<file path="config.mk">
export PLATFORM = sky130hd
export DESIGN_NAME = sync_fifo
export DESIGN_NICKNAME = d
export VERILOG_FILES = /design/src/rtl/sync_fifo.sv
export SDC_FILE = /design/constraint.sdc
export NUM_CORES = 1
export LEC_CHECK = 0
export ABC_CLOCK_PERIOD_IN_PS = 1750
export BUFFER_PORTS_ARGS = -buffer_cell sky130_fd_sc_hd__buf_2
export CAP_MARGIN = 5
export CORE_UTILIZATION = 25
export DETAILED_ROUTE_END_ITERATION = 6
export PLACE_DENSITY = 0.51
export SYNTH_ARGS = -nofsm -noshare
export SYNTH_HDL_FRONTEND = slang
export SYNTH_SLANG_ARGS = --single-unit
export TNS_END_PERCENT = 20
</file>
<file path="constraint.sdc">
create_clock -name clk -period 1.75 [get_ports clk]
set_clock_uncertainty 0.1 [all_clocks]
set_input_delay 0.0875 -clock clk [delete_from_list [all_inputs] [get_ports clk]]
set_output_delay 0.0875 -clock clk [all_outputs]
set_load 0.01 [all_outputs]
</file>
<file path="src/rtl/sync_fifo.sv">
// sync_fifo: single-clock FIFO with a registered read port.
// Full/empty come from extended-MSB read and write pointers.
module sync_fifo #(
    parameter int DATA_WIDTH = 4,
    parameter int DEPTH      = 8,
    localparam int ADDR_WIDTH = $clog2(DEPTH)
) (
    input  logic                  clk,
    input  logic                  rst_a,
    input  logic                  wr_en,
    input  logic                  rd_en,
    input  logic [DATA_WIDTH-1:0] data_in,
    output logic [DATA_WIDTH-1:0] data_out,
    output logic                  full,
    output logic                  empty
);

    localparam logic [ADDR_WIDTH:0] PTR_ONE =
        {{ADDR_WIDTH{1'b0}}, 1'b1};

    logic [DATA_WIDTH-1:0] mem [DEPTH];
    logic [ADDR_WIDTH:0]   wr_ptr;
    logic [ADDR_WIDTH:0]   rd_ptr;
    logic                  do_wr;
    logic                  do_rd;

    assign empty = (wr_ptr == rd_ptr);
    assign full  =
        (wr_ptr[ADDR_WIDTH-1:0] == rd_ptr[ADDR_WIDTH-1:0]) &&
        (wr_ptr[ADDR_WIDTH] != rd_ptr[ADDR_WIDTH]);

    // A read frees a slot this cycle, so a full FIFO still accepts
    // a write when rd_en is high.
    assign do_wr = wr_en && (!full || rd_en);
    assign do_rd = rd_en && !empty;

    // Storage array; no reset since stale words never reach data_out.
    always_ff @(posedge clk) begin
        if (do_wr) begin
            mem[wr_ptr[ADDR_WIDTH-1:0]] <= data_in;
        end
    end

    // Pointers and the output register, cleared asynchronously.
    always_ff @(posedge clk or posedge rst_a) begin
        if (rst_a) begin
            wr_ptr   <= '0;
            rd_ptr   <= '0;
            data_out <= '0;
        end else begin
            if (do_wr) begin
                wr_ptr <= wr_ptr + PTR_ONE;
            end
            if (do_rd) begin
                data_out <= mem[rd_ptr[ADDR_WIDTH-1:0]];
                rd_ptr   <= rd_ptr + PTR_ONE;
            end
        end
    end

endmodule

</file>
==> results.txt <==
The flow ran to the end, but the final reports show violations. The checks that failed: setup timing. The worst setup path is captured at a flop. Setup violations remaining at the end of the flow were counted as 5. The number of distinct library cells after synthesis is 27.

Cells with a size suffix above 1 make up 42.0% of the layout. Synthesis inferred 44 register bits. In this run the remaining antenna-violating nets after routing total 0. The routed layout has 1069 vias. Area growth from synthesis to final layout: 27.0%.

For this design the total switching power over the nets is 1.38 mW. For this run, the number of standard cells in the final layout without fillers is 249. The repair_antennas step left the layout with diodes totalling 0. In this run the post-CTS setup repair buffer count came out at 0. The number of nets in the finished design was 159.

The standby leakage power was 0.897 nW; the maximum fanout along the worst path was 5. For this run, the number of Yosys warnings is 0. CTS saw 44 sinks. The initial cell density of the core is 25.9%, and the netlist area before placement is 1890 µm².

The wire-length estimate of the detail-placed layout is 2.75 mm. Net switching is 33.8% of the power. Initial DRC count: 50. Counting along the longest clock path gives a buffer depth of 2. Detail-routed net length per standard cell: 14.6 µm.

Leaving out fill and tap cells, the most frequent cell in the layout is edfxtp_1. Of the synthesized area, sequential elements account for 66.7%. TritonCTS built the clock tree. The tools report the final max-slew violation count as 0. The logs give 236 for the number of cells in the design after placement and 5 for the total CTS buffers. The clock network fraction of total power was 19.0%.

The final routed DRC violation total is 0, and the power density over the cells is 1700 nW/µm². OpenSTA, run right after detailed placement, puts the worst setup slack at -0.256 ns. Entering global routing, the biggest net connects 16 pins.

The worst min-delay path class is in2reg. The top cell types in the final layout, fill and taps aside, are 32 x edfxtp_1, 15 x buf_4, 13 x buf_2. Transition time of the tightest slew-check pin: 0.478 ns. The type of element launching the critical path is a flop. Internal power comes to 2.70 mW.

Number of rows in the core area: 31. The width of the die was 89.0 µm. For the worst setup slack after layout, the log shows -0.0394 ns.

The logs give 1115 for the number of global-route vias before repair and 0.29 ns for the clock latency on the worst-skew pair. Combinational cells account for 43.5% of the total power. Wires add up to 3.63 mm. The mean number of vias per cell was 4.29; the headroom to the max-slew limit was 68.1%. The clock-pin transition on the worst setup and hold timing paths works out to 0.08 ns. The tools report the root buffer selected by CTS as clkbuf_8. The H-tree was split into 2 levels. The filler cells instantiated in the layout total 723. The worst-case IR drop observed on VDD is 0.395 mV. Summing all multi-input logic gate instances after layout gives 631 µm². For this run, the detailed router's first-pass iteration total came to 4. Data arrives at the worst endpoint at 1.75 ns. The die height is 89.0 µm, and the total nets after synthesis is 123. The run gives 559 MHz as the maximum achievable frequency. The tools report the top-level I/O count as 14. The run gives 0 as the total global routing overflow. The critical path in this run is classified as reg2reg. The run gives 1.71 ns as the data required time at the worst endpoint. The number of hold violations in the final report was 0.

Port buffering added 13 buffers. The run gives 37.5% as the sequential cell fraction of total power. Routability-driven placement finished with a final weighted congestion of 0.796. The sequential cell area in the final layout came out at 1260 µm². Total global-route track usage: 10.3%.

The tools report the initial antenna violation count as 0. The synthesized instance count came out at 113. The mean instance size in the synthesized netlist is 16.7 µm², and the final worst-path cycle share is 102%.

After floorplanning, the core was sized to cover 7290 µm². Across the run, the number of max-cap violations was 0. Counting I/O delays and the setup requirement, the final critical path takes 1.79 ns. The die footprint was 7910 µm². The first global-routing pass estimated 5.75 mm of wire.

Setup repair after global routing could not meet its margin everywhere.
[synthesized netlist by cell type]
cell       n  share of area (%)
edfxtp_1  32                 51
dfrtp_1   12                 16
mux4_2     8                9.5
nand2_1    6                1.2
xnor2_1    6                2.8
inv_1      5               0.99
nor3_1     5                1.3
mux2i_1    4                2.1
nor2_1     4               0.79
o21ai_0    4                1.1
buf_6      3                1.8
xor2_1     3                1.4
buf_4      2               0.79
ha_1       2                1.3
nand2b_1   2               0.66
nand3_1    2               0.53
nor4_1     2               0.66
xnor2_2    2                1.7
a41o_1     1               0.53
clkbuf_1   1               0.20
mux2_2     1               0.60
mux2_4     1               0.79
nand4_2    1               0.66
nor2_2     1               0.33
o211ai_1   1               0.40
o21ai_1    1               0.26
o21ai_4    1               0.86
[kinds of logic after synthesis]
kind of cell	synth area share [%]
AO/OA/AOI/OAI	3.11
XOR/XNOR	5.89
adder cells (fa/ha/maj)	1.32
buffers and inverters	3.77
flip-flops	66.7
multiplexers	13.0
AND/OR/NAND/NOR	6.15
[power groups by stage]
stage | combinational (mW) | clock [mW] | sequential, mW
6_report | 1.78 | 0.776 | 1.53
5_1_grt | 1.94 | 0.840 | 1.56
3_3_place_gp | 1.61 | 0 | 1.53
2_1_floorplan | 1.08 | 0 | 1.55
3_5_place_dp | 1.65 | 0 | 1.54
4_1_cts | 1.71 | 0.812 | 1.53
[metrics by stage]
stage          area (µm²)  hold WS (ns)  utilization, %  total power [mW]  setup TNS (ns)
3_3_place_gp         2160        0.0109            29.6              3.14           -1.95
3_5_place_dp         2160        0.0299            29.6              3.19           -3.15
5_1_grt              2400        0.0577            32.9              4.34           -1.09
4_1_cts              2350        0.0203            32.3              4.05           -1.12
2_1_floorplan        1900        -0.148               -              2.62          -0.402
6_report             2400        0.0420            32.9              4.09          -0.169
[state kept, by name (all words and copies together) (netlist names)]
| register | count |
|---|---|
| wr_ptr | 4 |
| data_out | 4 |
| rd_ptr | 4 |
| mem | 32 |
[routing by layer]
metal,part of all wire (%),routed length (µm),GRT usage (%),vias to the layer above
li1,-,-,-,498
met1,45,1620,12.8,537
met2,49,1790,16.5,26
met3,3.2,116,2.31,8
met4,2.7,99,5.92,0
met5,0,0,0,-
[layout make-up]
class | instances | area share [%]
sequential | 44 | 52.5
multi-input combinational | 58 | 26.3
timing repair buffer | 35 | 10.4
tap | 99 | 5.16
clock buffer | 5 | 2.87
clock inverter | 3 | 1.98
inverter | 5 | 0.782
[critical path, cell delays in order, from the launching register on]
cell and delay [ns]:
dfrtp_1 0.42, xnor2_2 0.26, nand4_4 0.19, o21ai_4 0.26, buf_6 0.15, nor4_2 0.04, buf_4 0.15
[final timing paths]
path	cells past startpoint	to	start	slack (ns)
hold reg to reg	2	data_out[0]	data_out[0]	0.38
hold / removal	3	wr_ptr[2]	wr_en	0.04
setup reg to reg	6	mem[0][2]	rd_ptr[2]	-0.04
setup / recovery	6	mem[0][2]	rd_ptr[2]	-0.04
min in group asynchronous	3	wr_ptr[1]	rst_a	0.25
max in group asynchronous	3	data_out[3]	rst_a	0.98
[repair_timing]
| item | 4_1_cts | 5_1_grt |
|---|---|---|
| endpoints found under the hold margin | 44 | 0 |
| endpoints found under the setup margin | 30 | 32 |
| pin swaps | 1 | 1 |
| hold buffers | 5 | 0 |
| gates resized for setup | 4 | 9 |
(Power assumes the default switching activity.)
